**src/rtl/afifo_rd_ctrl.sv**
```systemverilog
`default_nettype none
// ============================================================================
//  Module   : afifo_rd_ctrl
//  Purpose  : Read-domain half of an asynchronous FIFO. Brings the write
//             pointer (Gray) into clkb through a two-flop synchroniser, keeps
//             the read pointer, raises the registered empty flag, drives the
//             synchronous RAM read port and registers the returned word with
//             a one-cycle valid strobe.
//  Options  : AFIFO_RD_UNDERFLOW_EN - adds the sticky underflowb output.
//  Revision : 1.0 - initial release
// ============================================================================
module afifo_rd_ctrl #(
   parameter int AW = 4,          // RAM address width, depth = 2**AW
   parameter int DW = 8           // data width
) (
   input  logic          clkb,
   input  logic          rstnb,
   // consumer side
   input  logic          rreqb,
   output logic          emptyb,
   output logic [DW-1:0] rdatb,
   output logic          rvalidb,
`ifdef AFIFO_RD_UNDERFLOW_EN
   output logic          underflowb,
`endif
   // pointer exchange with the write domain
   input  logic [AW:0]   wptr_gray_a,
   output logic [AW:0]   rptr_gray_b,
   // RAM read port
   output logic          ren,
   output logic [AW-1:0] raddr,
   input  logic [DW-1:0] mem_rdata
);

   // Pointers carry one extra bit so full and empty are distinguishable
   // and the wrap lap is visible in the Gray value.
   localparam int PW = AW + 1;

   // ------------------------------------------------------------------------
   // State
   // ------------------------------------------------------------------------
   logic [PW-1:0] wsync1_q;       // first synchroniser stage (metastable)
   logic [PW-1:0] wsync2_q;       // second synchroniser stage (safe to use)
   logic [PW-1:0] rbin_q;         // binary read pointer
   logic [PW-1:0] rgray_q;        // Gray read pointer, exported
   logic          emptyb_q;       // registered empty flag
   logic          rd_pipe_q;      // accept delayed by one cycle (RAM latency)
   logic [DW-1:0] rdat_q;         // output data register
   logic          rvalid_q;       // output valid strobe

   // ------------------------------------------------------------------------
   // Next-state
   // ------------------------------------------------------------------------
   logic          accept_d;
   logic [PW-1:0] rbin_d;
   logic [PW-1:0] rgray_d;
   logic          emptyb_d;

   // Two-flop synchroniser; nothing else samples wptr_gray_a directly.
   always_ff @(posedge clkb or negedge rstnb) begin
      if (!rstnb) begin
         wsync1_q <= '0;
         wsync2_q <= '0;
      end else begin
         wsync1_q <= wptr_gray_a;
         wsync2_q <= wsync1_q;
      end
   end

   // Accept decision, pointer increment and empty compare.
   always_comb begin
      // The registered flag gates the request, so a read can never
      // overtake the pointer comparison.
      accept_d = rreqb & ~emptyb_q;
      rbin_d   = rbin_q + {{AW{1'b0}}, accept_d};
      rgray_d  = rbin_d ^ (rbin_d >> 1);
      // Comparing the look-ahead pointer lets the last read raise the flag
      // at the same edge that consumes the entry.
      emptyb_d = (rgray_d == wsync2_q);
   end

   // Read pointer (binary and Gray) and the empty flag.
   always_ff @(posedge clkb or negedge rstnb) begin
      if (!rstnb) begin
         rbin_q   <= '0;
         rgray_q  <= '0;
         emptyb_q <= 1'b1;
      end else begin
         rbin_q   <= rbin_d;
         rgray_q  <= rgray_d;
         emptyb_q <= emptyb_d;
      end
   end

   // Track each accepted read across the one-cycle RAM latency.
   always_ff @(posedge clkb or negedge rstnb) begin
      if (!rstnb) begin
         rd_pipe_q <= 1'b0;
      end else begin
         rd_pipe_q <= accept_d;
      end
   end

   // Capture returned RAM data; the data register holds between reads.
   always_ff @(posedge clkb or negedge rstnb) begin
      if (!rstnb) begin
         rdat_q   <= '0;
         rvalid_q <= 1'b0;
      end else begin
         rvalid_q <= rd_pipe_q;
         if (rd_pipe_q) begin
            rdat_q <= mem_rdata;
         end
      end
   end

`ifdef AFIFO_RD_UNDERFLOW_EN
   logic underflow_q;

   // Sticky record of any request made while the FIFO was empty.
   always_ff @(posedge clkb or negedge rstnb) begin
      if (!rstnb) begin
         underflow_q <= 1'b0;
      end else if (rreqb && emptyb_q) begin
         underflow_q <= 1'b1;
      end
   end

   assign underflowb = underflow_q;
`endif

   // ------------------------------------------------------------------------
   // Outputs
   // ------------------------------------------------------------------------
   assign emptyb      = emptyb_q;
   assign rptr_gray_b = rgray_q;
   assign rdatb       = rdat_q;
   assign rvalidb     = rvalid_q;
   assign ren         = accept_d;
   assign raddr       = rbin_q[AW-1:0];

endmodule
`default_nettype wire

```
**config.mk**
```make
export PLATFORM = sky130hd
export DESIGN_NAME = afifo_rd_ctrl
export DESIGN_NICKNAME = d
export VERILOG_FILES = /design/src/rtl/afifo_rd_ctrl.sv
export SDC_FILE = /design/constraint.sdc
export NUM_CORES = 1
export LEC_CHECK = 0
export ABC_AREA = 0
export BUFFER_PORTS_ARGS = -buffer_cell sky130_fd_sc_hd__buf_4
export CAP_MARGIN = 20
export CORE_MARGIN = 5
export CORE_UTILIZATION = 40
export CTS_CLUSTER_DIAMETER = 150
export DETAILED_ROUTE_END_ITERATION = 10
export MAX_ROUTING_LAYER = met4
export PLACE_DENSITY = 0.74
export SLEW_MARGIN = 20
export SYNTH_ARGS = -nofsm -noshare
export SYNTH_HDL_FRONTEND = slang
export SYNTH_SLANG_ARGS = --single-unit
```
**constraint.sdc**
```tcl
create_clock -name clkb -period 1.85 [get_ports clkb]
set_clock_uncertainty 0.05 [all_clocks]
set_input_delay 0.185 -clock clkb [delete_from_list [all_inputs] [get_ports clkb]]
set_output_delay 0.185 -clock clkb [all_outputs]
set_load 0.05 [all_outputs]
```
==> run metrics <==
result of the run=completed; buffer type at the clock tree root=clkbuf_4; Power Dens Cells=1940 nW/µm²; Pleak=between 0.7 and 0.8 nW; Final Cycle Share=99.7%; number of routed nets with antenna violations=0; Area after DPL=1410 µm²; max-capacitance violation count=0; Seq cells post-synth=30; setup repair after global routing missed its margin=true; sum of net half-perimeters after detailed placement=1.43 mm; final-layout setup total negative slack=0 ns; Top-Level Pins=36; Synth top area share=67.8%; final setup vio count=0; area of the die=3810 µm²; biggest cell delay along the critical path=0.56 ns; most area-consuming cells after synthesis=dfrtp_1 (68%), mux2_2 (8.4%), xor2_1 (6.5%), xnor2_1 (4.9%), dfstp_2 (2.5%); worst ir drop on vdd=between 1 and 1.5 mV; NetSw=between 1 and 1.5 mW; data required time at the worst endpoint=between 2 and 2.5 ns; mean cell area of the mapped netlist=16.2 µm²; die span in x=61.7 µm; clock transition time at the flip-flop clock pins of the worst setup and hold paths=0.09 ns; kind of cell with the highest combined delay on the critical path=flip-flops; capturing element type of the critical path=register; deepest level of the CTS H-tree=2; clock group share of total power=12.4%; overflow left after global routing=0; pin slew with the least headroom to its limit=~0.37 ns; worst-case clock buffer depth=2; Final Wtd Congestion=0.778; number of enable flip-flop cells after synthesis=0; antenna diode count=0; vias post-DR=688; clock insertion delay at the later pin of the skew report=roughly 0.32 ns; CTS tree=yes; Total Routing Usage GR=between 10 and 15%; Combinational Power Share=54.4%; register share of total power=33.2%; highest-count cells in the layout ignoring fill and taps=buf_4 (37), dfrtp_1 (29), mux2_2 (8); drt pass-1 iters=4; Slew headroom=75.6%; WP data arrival=roughly 2.0 ns; Power Internal=1.73 mW; Max Slew Vio Count=0; Final Core Density=63.8%; Bufs and invs on worst path=0; most frequent standard cell in the layout excluding fill and tap cells=buf_4; largest area contributor in the synthesized netlist=dfrtp_1; count of mapped cells out of synthesis=66; critical register-to-register path startpoint=emptyb; sink count of the clock tree=30; ratio of routed vias to standard cells=4.71; count of buffers from port buffering=35; area growth from synthesis to final layout=50.5%; slowest cell on the critical path=dfstp_2; maximum number of pins on one net before global-route repair=31; height of the die=about 60 µm; initial standard-cell utilization of the core=42.4%; Worst Hold Launch=mem_rdata[3]; fraction of synthesis flops using an asynchronous set or reset pin=100%; wire length of the first global-routing pass=3.37 mm; final standard cell area without fillers=1610 µm²; summed instance area of the synthesized netlist=between 1000 and 1500 µm²; Cell Chain, Critical Path=nor2b_4 > ha_4 > ha_4 > xnor2_4 > xnor2_2 > xor2_1 > nor4_1; number of nets in the layout=between 100 and 150; share of synthesized area occupied by flip-flops and latches=70.3%; vias in the first global route=732; DRC violation count after routing=0; number of endpoints with negative hold slack in the final report=0; Total Wirelength=2.07 mm; count of warnings emitted by yosys=0; type of element launching the critical path=register; initial antenna violation count=0; sw frac=approximately 45%; Std-Cell Core Area=2520 µm²; predominant post-synthesis flop cell=dfrtp_1; crit path launch=emptyb; library cells used by synthesis=18; crit-path max FO=5; kind of critical path=reg2reg; mean routed wirelength per cell=14.2 µm; Min-Delay Path Class=in2reg; # rows=18; post-synth net total=84; post-route minimum period=1.84 ns; overall power consumption=3.12 mW; highest attainable clock frequency=around 0.54 GHz; most frequent CP cell=ha_4; DRC violation total after the first TritonRoute iteration=13; Num CTS Buffers=5; fraction of final layout cells with drive strength greater than 1=between 50 and 60%
==> state kept, by name (all words and copies together) (netlist names) <==
signal	flops
rdatb	8
rbin_q	5
wsync1_q	5
wsync2_q	5
rptr_gray_b	4
emptyb	1
rd_pipe_q	1
rvalidb	1
==> synthesized netlist by cell type, drive strengths merged, types with 2 or more instances <==
master	number
a21boi	2
xnor2	6
xor2	8
mux2	8
ha	2
dfrtp	29
==> power groups by stage <==
stage	logic (mW)	clock network, mW	registers, mW
6_report	1.70	0.388	1.04
5_1_grt	1.79	0.452	1.07
4_1_cts	1.60	0.404	1.02
3_5_place_dp	1.53	0	1.02
3_3_place_gp	1.51	0	1.01
2_1_floorplan	0.558	0	1.57
==> cell type report <==
type	instances	area [µm²]
fill	193	912
sequential	30	752
multi-input combinational	35	424
timing repair buffer	43	338
clock buffer	8	58.8
tap	30	37.5
==> stage by stage <==
stage                     instances  setup slack (ns)  hold slack, ns
after detailed placement        130           -0.0241          0.0794
after floorplan                  66            -0.204          -0.161
after global routing            146           -0.0852         0.00997
final                           146           0.00543          0.0443
after global placement          130            0.0373          0.0754
after CTS                       144            0.0133          0.0273
==> logic make-up (layout without fill, tap and decap cells) <==
logic type	after synthesis	after routing	share of synthesized area [%]
muxes	9	9	9.36
DFF	30	30	70.3
xor gates and xnor gates	14	14	11.5
adders and majority gates	2	2	2.34
and+or+nand+nor	7	7	3.86
buffers and inverters	1	51	0.351
AOI/OAI and AO/OA	3	3	2.34
==> path summary, 6_finish.rpt <==
kind | to | slack (ns) | depth (start not counted)
max reg2reg | emptyb | 0.005 | 7
min reg2reg | wsync2_q[2] | 0.30 | 0
min in group asynchronous | rdatb[7] | 0.28 | 2
max in group asynchronous | emptyb | 1.17 | 2
max | emptyb | 0.005 | 7
min | rdatb[3] | 0.04 | 2
==> layer usage <==
| metal | vias to the layer above | track usage (%) | wire [µm] |
|---|---|---|---|
| met5 | - | - | 0 |
| met4 | 0 | 7.27 | 42 |
| met3 | 4 | 7.44 | 140 |
| met2 | 18 | 21.7 | 1160 |
| met1 | 347 | 13.3 | 729 |
| li1 | 319 | - | - |
==> timing repair <==
item | 4_1_cts | 5_1_grt
pin swaps | 4 | 3
hold buffers | 6 | 0
endpoints found under the hold margin | 34 | 0
resized for setup | 5 | 5
setup buffers | 0 | 2
endpoints found under the setup margin | 1 | 1
Note: power is estimated with default switching activity, not from simulation.
